$ cat config.mk
export PLATFORM = sky130hd
export DESIGN_NAME = serial_word_receiver
export DESIGN_NICKNAME = d
export VERILOG_FILES = /design/src/rtl/serial_word_receiver.sv
export SDC_FILE = /design/constraint.sdc
export NUM_CORES = 1
export LEC_CHECK = 0
export ABC_CLOCK_PERIOD_IN_PS = 1450
export CORE_MARGIN = 5
export CORE_UTILIZATION = 49
export DETAILED_ROUTE_END_ITERATION = 12
export PLACE_DENSITY = 0.75
export SETUP_SLACK_MARGIN = 0.15
export SLEW_MARGIN = 20
export SYNTH_ARGS = -nofsm -noshare
export SYNTH_HDL_FRONTEND = slang
export SYNTH_SLANG_ARGS = --single-unit
$ cat constraint.sdc
create_clock -name clk -period 1.45 [get_ports clk]
set_input_delay 0.145 -clock clk [delete_from_list [all_inputs] [get_ports clk]]
set_output_delay 0.145 -clock clk [all_outputs]
set_load 0.05 [all_outputs]
$ cat src/rtl/serial_word_receiver.sv
// Receiving end of the framed serial link: start bit, WIDTH data bits, stop bit,
// one bit per bit_en strobe; assembled word is offered on a valid/ack port.
module serial_word_receiver #(
    parameter int WIDTH     = 4,
    parameter bit MSB_FIRST = 1'b1
) (
    input  logic             clk,
    input  logic             clear,
    input  logic             bit_en,
    input  logic             serial_in,
    input  logic             data_ack,
    output logic [WIDTH-1:0] data_out,
    output logic             data_valid,
    output logic             frame_error,
    output logic             overrun,
    output logic             busy
);

    localparam int CNT_W = $clog2(WIDTH);
    localparam logic [CNT_W-1:0] LAST_BIT = CNT_W'(WIDTH - 1);

    typedef enum logic [1:0] {
        IDLE = 2'd0,
        DATA = 2'd1,
        STOP = 2'd2
    } state_t;

    state_t             state_q, state_d;
    logic [CNT_W-1:0]   cnt_q, cnt_d;
    logic [WIDTH-1:0]   sh_q, sh_d;
    logic [WIDTH-1:0]   data_out_q, data_out_d;
    logic               data_valid_q, data_valid_d;
    logic               frame_error_q, frame_error_d;
    logic               overrun_q, overrun_d;
    logic               busy_q, busy_d;
    logic [WIDTH-1:0]   sh_shifted;

    // Bit order is fixed at elaboration: MSB-first fills from the right.
    generate
        if (MSB_FIRST) begin : g_msb_first
            assign sh_shifted = {sh_q[WIDTH-2:0], serial_in};
        end else begin : g_lsb_first
            assign sh_shifted = {serial_in, sh_q[WIDTH-1:1]};
        end
    endgenerate

    always_comb begin
        state_d       = state_q;
        cnt_d         = cnt_q;
        sh_d          = sh_q;
        data_out_d    = data_out_q;
        data_valid_d  = data_valid_q;
        frame_error_d = 1'b0;
        overrun_d     = overrun_q;

        if (data_valid_q && data_ack) begin
            data_valid_d = 1'b0;
            overrun_d    = 1'b0;
        end

        case (state_q)
            IDLE: begin
                if (bit_en && !serial_in) begin
                    state_d = DATA;
                    cnt_d   = '0;
                    sh_d    = '0;
                end
            end
            DATA: begin
                if (bit_en) begin
                    sh_d = sh_shifted;
                    if (cnt_q == LAST_BIT) begin
                        state_d = STOP;
                    end else begin
                        cnt_d = cnt_q + CNT_W'(1);
                    end
                end
            end
            STOP: begin
                if (bit_en) begin
                    state_d = IDLE;
                    if (serial_in) begin
                        // A completing word wins over a same-cycle ack.
                        data_out_d   = sh_q;
                        data_valid_d = 1'b1;
                        if (data_valid_q && !data_ack) begin
                            overrun_d = 1'b1;
                        end
                    end else begin
                        frame_error_d = 1'b1;
                    end
                end
            end
            default: state_d = IDLE;
        endcase

        busy_d = (state_d != IDLE);
    end

    always_ff @(posedge clk) begin
        if (!clear) begin
            state_q       <= IDLE;
            cnt_q         <= '0;
            sh_q          <= '0;
            data_out_q    <= '0;
            data_valid_q  <= 1'b0;
            frame_error_q <= 1'b0;
            overrun_q     <= 1'b0;
            busy_q        <= 1'b0;
        end else begin
            state_q       <= state_d;
            cnt_q         <= cnt_d;
            sh_q          <= sh_d;
            data_out_q    <= data_out_d;
            data_valid_q  <= data_valid_d;
            frame_error_q <= frame_error_d;
            overrun_q     <= overrun_d;
            busy_q        <= busy_d;
        end
    end

    assign data_out    = data_out_q;
    assign data_valid  = data_valid_q;
    assign frame_error = frame_error_q;
    assign overrun     = overrun_q;
    assign busy        = busy_q;

endmodule

After elaboration in Yosys (flattened, before gate mapping)

Index checks and enable logic that the tools add are counted.

Register bits: 16
Word-level logic and storage cells: 49
Output and inout bits: 8

$add $sub $neg: 1
Equal/unequal tests: 6
Mux-type cells: 22
Reduce and logical (&&, ||, !) cells: 12

Operators with widths:

| cell                                           | count |
|---|---|
| 2-to-1 mux 2 bit                               | 7 |
| 2-to-1 mux 1 bit                               | 10 |
| AND reduction 3 bit                            | 3 |
| 2-to-1 mux 4 bit                               | 2 |
| case mux 4 bit (2 select lines)                | 1 |
| != test 2 bit (second input constant)          | 3 |
| case mux 2 bit (3 select lines)                | 1 |
| == test 2 bit (second input constant)          | 2 |
| case mux 2 bit (2 select lines)                | 1 |
| AND reduction 4 bit                            | 1 |
| nonzero test 2 bit                             | 2 |
| logical AND 1 bit                              | 3 |
| adder 2 x 1 -> 2 bit (second input constant)   | 1 |
| == test 2 x 1 -> 1 bit (second input constant) | 1 |
| logical NOT 1 bit                              | 2 |
| logical NOT 2 bit                              | 1 |

Depth between registers and ports, before layout

Word-level depth: 6
Mapped depth: 4

Worst setup path before layout

No wires, ideal clock.

Path type: flip-flop to flip-flop
Start point: register data_valid_q, in the netlist data_valid
End point: register with a tool-made name
Setup time: 0.059 ns
Data arrival time: 0.974 ns
Cell stages (with the launch flop): 4
Clock period less this slack: 1.033 ns
Slack: 0.417 ns
Path through: dfxtp_1 inv_1 nor2_2 o211a_1

RTL lines:

| item                   | RTL line | text |
|---|---|---|
| from (decl)            | 32       | `logic data_valid_q, data_valid_d;` |
| from (signal assigned) | 115      | `data_valid_q <= data_valid_d;` |

Final worst setup path

Start point: register state_q[0]
End point: register data_out_q[2], in the netlist data_out[2]

Longest elaborated chain between the ends: 2

RTL lines:

| item                          | RTL line | text |
|---|---|---|
| from (decl)                   | 28       | `state_t state_q, state_d;` |
| from (signal assigned)        | 111      | `state_q <= state_d;` |
| == test 2 bit                 | 61       | `case (state_q)` |
| AND reduction 3 bit (no line) | n/a      |  |
| to (signal assigned)          | 114      | `data_out_q <= data_out_d;` |
| to (decl)                     | 31       | `logic [WIDTH-1:0] data_out_q, data_out_d;` |

No other way between the ends.
A chain may end at the register's enable or synchronous reset.

==> results.json <==
{
  "ant_nets": 0,
  "cts_htree_levels": 1,
  "cts-root-buf": "clkbuf_4",
  "port-buffer-count": 12,
  "cts.sinks": 16,
  "syn_area_um2": 717,
  "synth.yosys.warnings": 0,
  "vias": 543,
  "drcViolationCount": 0,
  "crit_required_ns": 1.63,
  "synth.most_common_cell": "dfxtp_1",
  "ys_seq_area_share_pct": 44.7,
  "power_density_nw_per_um2": 959,
  "cts_hold_buf": 0,
  "overflow": 0,
  "cp.arrival_ns": 1.34,
  "crit_start": "state_q[0]$_SDFF_PN0_",
  "path_class": "reg2reg",
  "min_period_ns": 1.16,
  "startpoint_type": "flop",
  "worstPathMaxFanout": 10,
  "drt_iter0_drc": 5,
  "hold-worst-slack_ns": 0.477,
  "clock_latency_ns": 0.28,
  "synth_edf_count": 0,
  "dp.final_hpwl_um": 937,
  "ys.flop_type": "dfxtp_1",
  "grt_pass1_vias": 510,
  "tightest_slew_ns": 0.362,
  "clock_path_buffers": 2,
  "vias_per_cell": 5.32,
  "ios": 13,
  "core_um2": 1350,
  "dr.pass1.iters": 2,
  "maxSlewHeadroom_pct": 75.8,
  "avgSynthCellArea_um2": 9.82,
  "max-cap-violations": 0,
  "hp-start": "clear",
  "setup_viol": 0,
  "drt-total-wl_um": 1240,
  "grt_antenna_before_repair": 0,
  "clk_pin_slew_ns": 0.09,
  "post_cts_buffers": 0,
  "async_flop_share_pct": 0,
  "rsz0062_at_grt": "false",
  "fin_setup_tns_ns": 0,
  "die_w_um": 48.3,
  "synthTopCellsByArea": "dfxtp_1 (45%), mux2i_1 (5.6%), nand2b_1 (5.2%)",
  "cts_tree": "yes",
  "pre_cts_ws_ns": -0.00520,
  "min_period_over_period_pct": 79.8,
  "timing.final.ws_setup_ns": 0.293,
  "nets": 94,
  "grt_max_degree": 11,
  "power.internal_mw": 0.633,
  "track_usage_pct": 13.5,
  "synth_cells": 73,
  "cts_made_buffers": 3,
  "gp_congestion": 0.788,
  "pwr-share-clk_pct": 35.5,
  "pwr-share-comb_pct": 9.0,
  "area_growth_pct": 18.8,
  "die_y_um": 48.3,
  "seq_power_share_pct": 55.5,
  "whs_path_depth": 2,
  "grt_pass1_wl_um": 2080,
  "ys_seq_elements": 16,
  "synth_top_area_share_pct": 44.7,
  "wl_per_cell_um": 12.2,
  "switching_power_mw": 0.184,
  "slew_viol_final": 0,
  "vdd_drop_max_uv": 559,
  "rows": 13,
  "p_leak_nw": 0.372,
  "status": "finished, final reports clean",
  "rrSetupSlack_ns": 0.29,
  "yosys.cell_types.count": 26,
  "synthTopCellsByCount": "dfxtp_1 (16), nor2_1 (7), a21oi_1 (6), nand2b_1 (6), nand2_1 (5)",
  "yosys.area.top_type": "dfxtp_1",
  "hold_path_class": "in2reg",
  "fin_skew_ns": 0.00228,
  "cts_resized": 0,
  "r2r_end": "data_out[2]$_SDFFE_PN0P_",
  "initial_core_util_pct": 53.1,
  "swShare_pct": 22.5,
  "timing.rr.start": "state_q[0]$_SDFF_PN0_",
  "max_freq_mhz": 864,
  "hold_violations": 0,
  "die-area_um2": 2330,
  "synth_fp_nets": 79,
  "drive_gt1_share_pct": 21.8,
  "n_antenna_cell": 0,
  "end_kind": "flop",
  "reg2reg_depth": 3
}
-- cell type report --
| class | instances | area (um^2) |
|---|---|---|
| Multi-Input combinational cell | 50 | 350 |
| Clock buffer | 4 | 36.3 |
| Sequential cell | 16 | 320 |
| Fill cell | 131 | 498 |
| Timing Repair Buffer | 14 | 115 |
| Tap cell | 15 | 18.8 |
| Inverter | 3 | 11.3 |
-- worst max-delay path, stage by stage (launching register included) --
cell and delay [ns]:
dfxtp_1 0.52, nand4b_4 0.27, mux2i_1 0.21, nor2_1 0.05
-- power by group through the flow --
stage | clock network (mW) | registers (mW) | logic (mW)
detailed placement | 0 | 0.464 | 0.0744
CTS | 0.305 | 0.453 | 0.0748
global placement | 0 | 0.463 | 0.0738
finish | 0.290 | 0.453 | 0.0739
global route | 0.326 | 0.455 | 0.0807
floorplan | 0 | 0.466 | 0.0507
-- worst max-delay path by stage --
stage                     cells past startpoint                       end
after floorplan                               3                      flop
after global placement                        4     cnt_q[0]$_SDFFE_PN0P_
after detailed placement                      4     cnt_q[0]$_SDFFE_PN0P_
final                                         3  data_out[2]$_SDFFE_PN0P_
after CTS                                     4     cnt_q[0]$_SDFFE_PN0P_
after global routing                          3  data_out[1]$_SDFFE_PN0P_
-- registers in the layout, indices dropped and copies added, names as in the netlist, named ones only --
register and flops:
busy 1, data_valid 1, state_q 2, sh_q 4, frame_error 1, data_out 4
cnt_q 2
-- layer usage --
layer,part of all wire (%),up-vias,GRT usage [%]
met4,1.0,0,11.8
li1,-,281,-
met3,4.8,2,3.32
met1,48,253,16.3
met2,46,7,19.5
met5,0,-,0
-- kinds of logic after synthesis --
logic type               count (synthesis)  share of synthesized area, %
buffers and inverters                    7                          6.46
AND/OR/NAND/NOR                         28                          26.7
AO/OA/AOI/OAI                           17                          14.8
adder cells (fa/ha/maj)                  1                          1.74
flip-flops                              16                          44.7
multiplexers                             4                          5.58
-- placed cells by master, fill, tap and decap left out, drive strengths merged, types with 3 or more instances in the layout --
| master | count |
|---|---|
| dfxtp | 16 |
| mux2i | 4 |
| nand4b | 4 |
| clkdlybuf4s50 | 4 |
| inv | 3 |
| clkbuf | 4 |
| o21ai | 4 |
| nor2 | 8 |
| nand2 | 5 |
| a21oi | 6 |
| buf | 10 |
| nand2b | 7 |
-- stage by stage --
stage	std cells	total power [mW]	util (%)	instance area, um^2
after floorplan	73	0.516	-	717
after global placement	98	0.537	60.4	816
after detailed placement	98	0.538	60.4	816
after CTS	102	0.833	63.1	852
after global routing	102	0.861	63.1	852
final	102	0.817	63.1	852
(Power assumes the default switching activity.)
==> patch 1 (same flow settings) <==
Change the parameter `WIDTH` from 4 to 8.
--- a/src/rtl/serial_word_receiver.sv
+++ b/src/rtl/serial_word_receiver.sv
@@ -1,7 +1,7 @@
 // Receiving end of the framed serial link: start bit, WIDTH data bits, stop bit,
 // one bit per bit_en strobe; assembled word is offered on a valid/ack port.
 module serial_word_receiver #(
-    parameter int WIDTH     = 4,
+    parameter int WIDTH     = 8,
     parameter bit MSB_FIRST = 1'b1
 ) (
     input  logic             clk,
Ports: changed (resized data_out); port bits go from 13 to 17. No check against the original RTL was run, so the function may have changed too.
==> patch 1 against the unedited design <==
Sequential cell count rose by 9; die area rose by 39%; global-route usage rose by 0.33 points; sequential share of layout area rose by 0.57 points; routed wire length rose by 62%; power rose by 33%; sequential power rose by 55%; final area rose by 55%; critical endpoint is now cnt_q[2]; setup slack got worse by 0.071 ns; count of clock-buffer cells in the layout fell by 1; synthesized cell count rose by 52%; area after synthesis rose by 51%.
==> patch 1: results (changes against the unedited design) <==
CP max stage cell dfxtp_2 (was dfxtp_1); net switching power 0.2448 mW (was 0.1839 mW); filler cell count 201 (was 131); hold-fix buffers at CTS 0 (unchanged); Worst Skew 0.001218 ns (was 0.002281 ns); critical path's largest stage delay 0.36 ns (was 0.52 ns); largest net degree at the start of global routing 18 (was 11); Crit Path Max Fanout 3 (was 10); first-pass GRT wire length 3.677 mm (was 2.076 mm); Hold Crit Class reg2reg (was in2reg); vias in the first global route 883 (was 510); Finished Layout Cells 161 (was 102); met2 Use GR 24.31% (was 19.53%); Avg Synthesized Cell Area 9.728 sq um (was 9.821 sq um); Nets 141 (was 94); r2r startpoint cnt_q[0] (was state_q[0]); pre-CTS WS 0.07482 ns (was -0.005200 ns); Root Driver clkbuf_4 (unchanged); Synth Area in Adders 2.317% (was 1.745%); layout cells sized above 1 26.32% (was 21.84%); grt met3 use 2.715% (was 3.321%); synth cell count leaders dfxtp_1, nand2_1, a21boi_1 (was dfxtp_1, nor2_1, a21oi_1, nand2b_1, nand2_1); post-synthesis async set-or-reset flop share 0% (unchanged); DR WL met2 1.011 mm (was 574 um); antenna violations before repair 0 (unchanged); status completed (unchanged); Highest Clock Rate 813.8 MHz (was 864.0 MHz); Area contributors post-synth dfxtp_1, a21boi_1, nand2_1 (was dfxtp_1, mux2i_1, nand2b_1); CP arrival 1.44 ns (was 1.34 ns); min-delay src sh_q[7] (was clear); R2R Path End cnt_q[2] (was data_out[2]); vias after detailed routing 868 (was 543); Placer Congestion 0.7912 (was 0.7884); placed cells 157 (was 98); met3 wire length 82 um (was 60 um); hold_ws 0.4589 ns (was 0.4768 ns); Reg2Reg Setup Slack 0.22 ns (was 0.29 ns); clock latency on the worst-skew pair 0.30 ns (was 0.28 ns); router iterations before antenna repair 4 (was 2); DP HPWL 1.512 mm (was 937.2 um); Max VDD drop 0.5473 mV (was 0.5587 mV); grt met1 use 16.55% (was 16.26%); Post-Route M1 WL 906 um (was 596 um); Cell Area, Placed 1285 sq um (was 815.8 sq um); post_cts resized 3 (was 0); register area share after synthesis 46.35% (was 44.68%); Reg clk slew, reported paths 0.12 ns (was 0.09 ns); syn_nets 118 (was 79); worst setup path startpoint cnt_q[0] (was state_q[0]); I/O Buffers 16 (was 12); Synth cell types 28 (was 26); WL final 2.013 mm (was 1.244 mm); Compound-Gate Fraction of Synth Area 20.63% (was 14.83%); drt initial violations 17 (was 5); post-synthesis mux area share 0% (was 5.585%); Leak Pwr 0.5077 nW (was 0.3720 nW)
[patch 1: cell count changes in the layout (fill, tap and decap cells not counted), moves of 5 or more]
cell / change
a21boi_1: +14
nand2_1: +14
a21oi_1: -5
o21ai_0: +9
buf_4: +9
dfxtp_1: +6
[patch 1: cell type report]
class	instances	area, sq um	share of cell area (%)
Inverter	1	3.754	0.2841
Sequential cell	25	504.2	38.16
Clock buffer	3	22.52	1.705
Tap cell	28	35.03	2.652
Multi-Input combinational cell	79	548.0	41.48
Timing Repair Buffer	24	202.7	15.34
Clock inverter	1	5.005	0.3788
[patch 1: power by group through the flow]
| stage | Clock (mW) | Combinational (mW) | Sequential [mW] |
|---|---|---|---|
| after floorplan | 0 | 0.0523 | 0.720 |
| final | 0.289 | 0.0988 | 0.701 |
| after CTS | 0.306 | 0.0981 | 0.701 |
| after global routing | 0.340 | 0.108 | 0.703 |
| after detailed placement | 0 | 0.0980 | 0.715 |
| after global placement | 0 | 0.0955 | 0.716 |
==> patch 2 (same flow settings) <==
Without the edit above. Put one more register stage on the output `frame_error`. The value now appears one clock later. The other outputs are not delayed to match.
--- a/src/rtl/serial_word_receiver.sv
+++ b/src/rtl/serial_word_receiver.sv
@@ -121,7 +121,9 @@
 
     assign data_out    = data_out_q;
     assign data_valid  = data_valid_q;
-    assign frame_error = frame_error_q;
+    always_ff @(posedge clk) begin
+        frame_error <= frame_error_q;
+    end
     assign overrun     = overrun_q;
     assign busy        = busy_q;
 
Behaviour: not the same (Yosys sat finds a counterexample within 10 cycles, from zero or initial values).
==> patch 2 against the unedited design <==
Setup slack gained 0.0092 ns; power decreased by 4.5%; critical path depth unchanged; count of clock-buffer cells in the layout fell by 1; routed wire length down 1.9%; sequential power up 5.5%; area after synthesis down 7.5%; final cell count decreased by 2.0%; final area shrank 4.4%; hold slack lost 0.13 ns; sequential cell count grew 1; critical path type unchanged; highest routed layer unchanged.
==> patch 2: results (changes against the unedited design) <==
warnings from Yosys 0 (unchanged); syn_nets 75 (was 79); top sig layer met4 (unchanged); Crit Path Max Fanout 8 (was 10); vias after detailed routing 521 (was 543); Hold Crit Class reg2reg (was in2reg); Placer Congestion 0.6995 (was 0.7884); layout cells sized above 1 22.35% (was 21.84%); register area share after synthesis 51.32% (was 44.68%); post-synthesis mux area share 6.038% (was 5.585%); DP HPWL 932.7 um (was 937.2 um); Synth cell types 22 (was 26); P_seq 0.478 mW (was 0.453 mW); Clock power frac 31.0% (was 35.5%); met2 Use GR 24.12% (was 19.53%); Compound-Gate Fraction of Synth Area 14.91% (was 14.83%); met3 wire length 83 um (was 60 um); filler cell count 108 (was 131); largest net degree at the start of global routing 12 (was 11); synth cell count leaders dfxtp_1, nor2_1, nand2_1, o21ai_0, a21oi_1 (was dfxtp_1, nor2_1, a21oi_1, nand2b_1, nand2_1); DR WL met2 588 um (was 574 um); grt met1 use 19.01% (was 16.26%); CP arrival 1.32 ns (was 1.34 ns); drt initial violations 22 (was 5); status completed (unchanged); router iterations before antenna repair 4 (was 2); clock latency on the worst-skew pair 0.28 ns (about the same); Cell Area, Placed 782.0 sq um (was 815.8 sq um); DR WL/cell 12.20 um (about the same); Nets 92 (was 94); Worst Skew 0.001282 ns (was 0.002281 ns); grt met3 use 3.448% (was 3.321%); Max VDD drop 0.6541 mV (was 0.5587 mV); worst-margin pin slew 0.3573 ns (was 0.3624 ns); Post-Route M1 WL 538 um (was 596 um); internal power 0.6010 mW (was 0.6332 mW); Num CTS Buffers 3 (unchanged); first-pass GRT wire length 2.318 mm (was 2.076 mm); vias in the first global route 546 (was 510); total global-route track usage 14.72% (was 13.46%); Synth Area in Adders 1.887% (was 1.745%); Leak Pwr 0.3633 nW (was 0.3720 nW); # rows 13 (unchanged); Area contributors post-synth dfxtp_1, mux2i_1, o21ai_0 (was dfxtp_1, mux2i_1, nand2b_1)
==> patch 2: cell types whose count changed after synthesis, sizes merged, moves of 2 or more <==
| cell | unedited run | this run |
|---|---|---|
| nand2b | 7 | 3 |
| o21ai | 4 | 7 |
| nor2b | 0 | 2 |
| buf | 4 | 1 |
| nand4b | 4 | 2 |
| nand2 | 5 | 7 |
| nand3 | 0 | 2 |
| o21a | 2 | 0 |
==> patch 2: final timing paths <==
check	start	to	slack (ns)	cells past startpoint
max	state_q[0]	data_out[1]	0.30	3
min reg2reg	frame_error_q	frame_error	0.34	0
min	frame_error_q	frame_error	0.34	0
max reg2reg	state_q[0]	data_out[1]	0.30	3
==> patch 2: repair_timing <==
item	4_1_cts	5_1_grt
buffers inserted	0	0
setup endpoints to repair	0	2
hold endpoints to repair	0	0
resized for setup	0	1
==> patch 2: final cells by class <==
cell class / instances / share of cell area [%]
flip-flops and latches: 17 / 41.78
clock buffers: 3 / 2.765
multi-input cells: 48 / 37.48
well taps: 15 / 2.304
inverters: 2 / 0.9217
clock inverters: 1 / 0.6144
repair buffers: 14 / 14.13
==> patch 2: critical path: stages (launching register included) <==
cell and delay, ns:
dfxtp_1 0.38, nand4b_2 0.36, mux2i_1 0.24, nor2_1 0.05
==> patch 2: per-stage QoR <==
step | util (%) | hold WS [ns] | worst slack [ns] | cells | power (mW)
4_1_cts | 63.00 | 0.3480 | 0.2523 | 100 | 0.7893
6_report | 63.39 | 0.3419 | 0.3017 | 100 | 0.7805
2_1_floorplan | - | 0.2754 | 0.4255 | 69 | 0.5209
5_1_grt | 63.39 | 0.3585 | 0.1674 | 100 | 0.8214
3_5_place_dp | 60.86 | 0.3247 | 0.04576 | 96 | 0.5479
3_3_place_gp | 60.86 | 0.3107 | 0.07016 | 96 | 0.5467
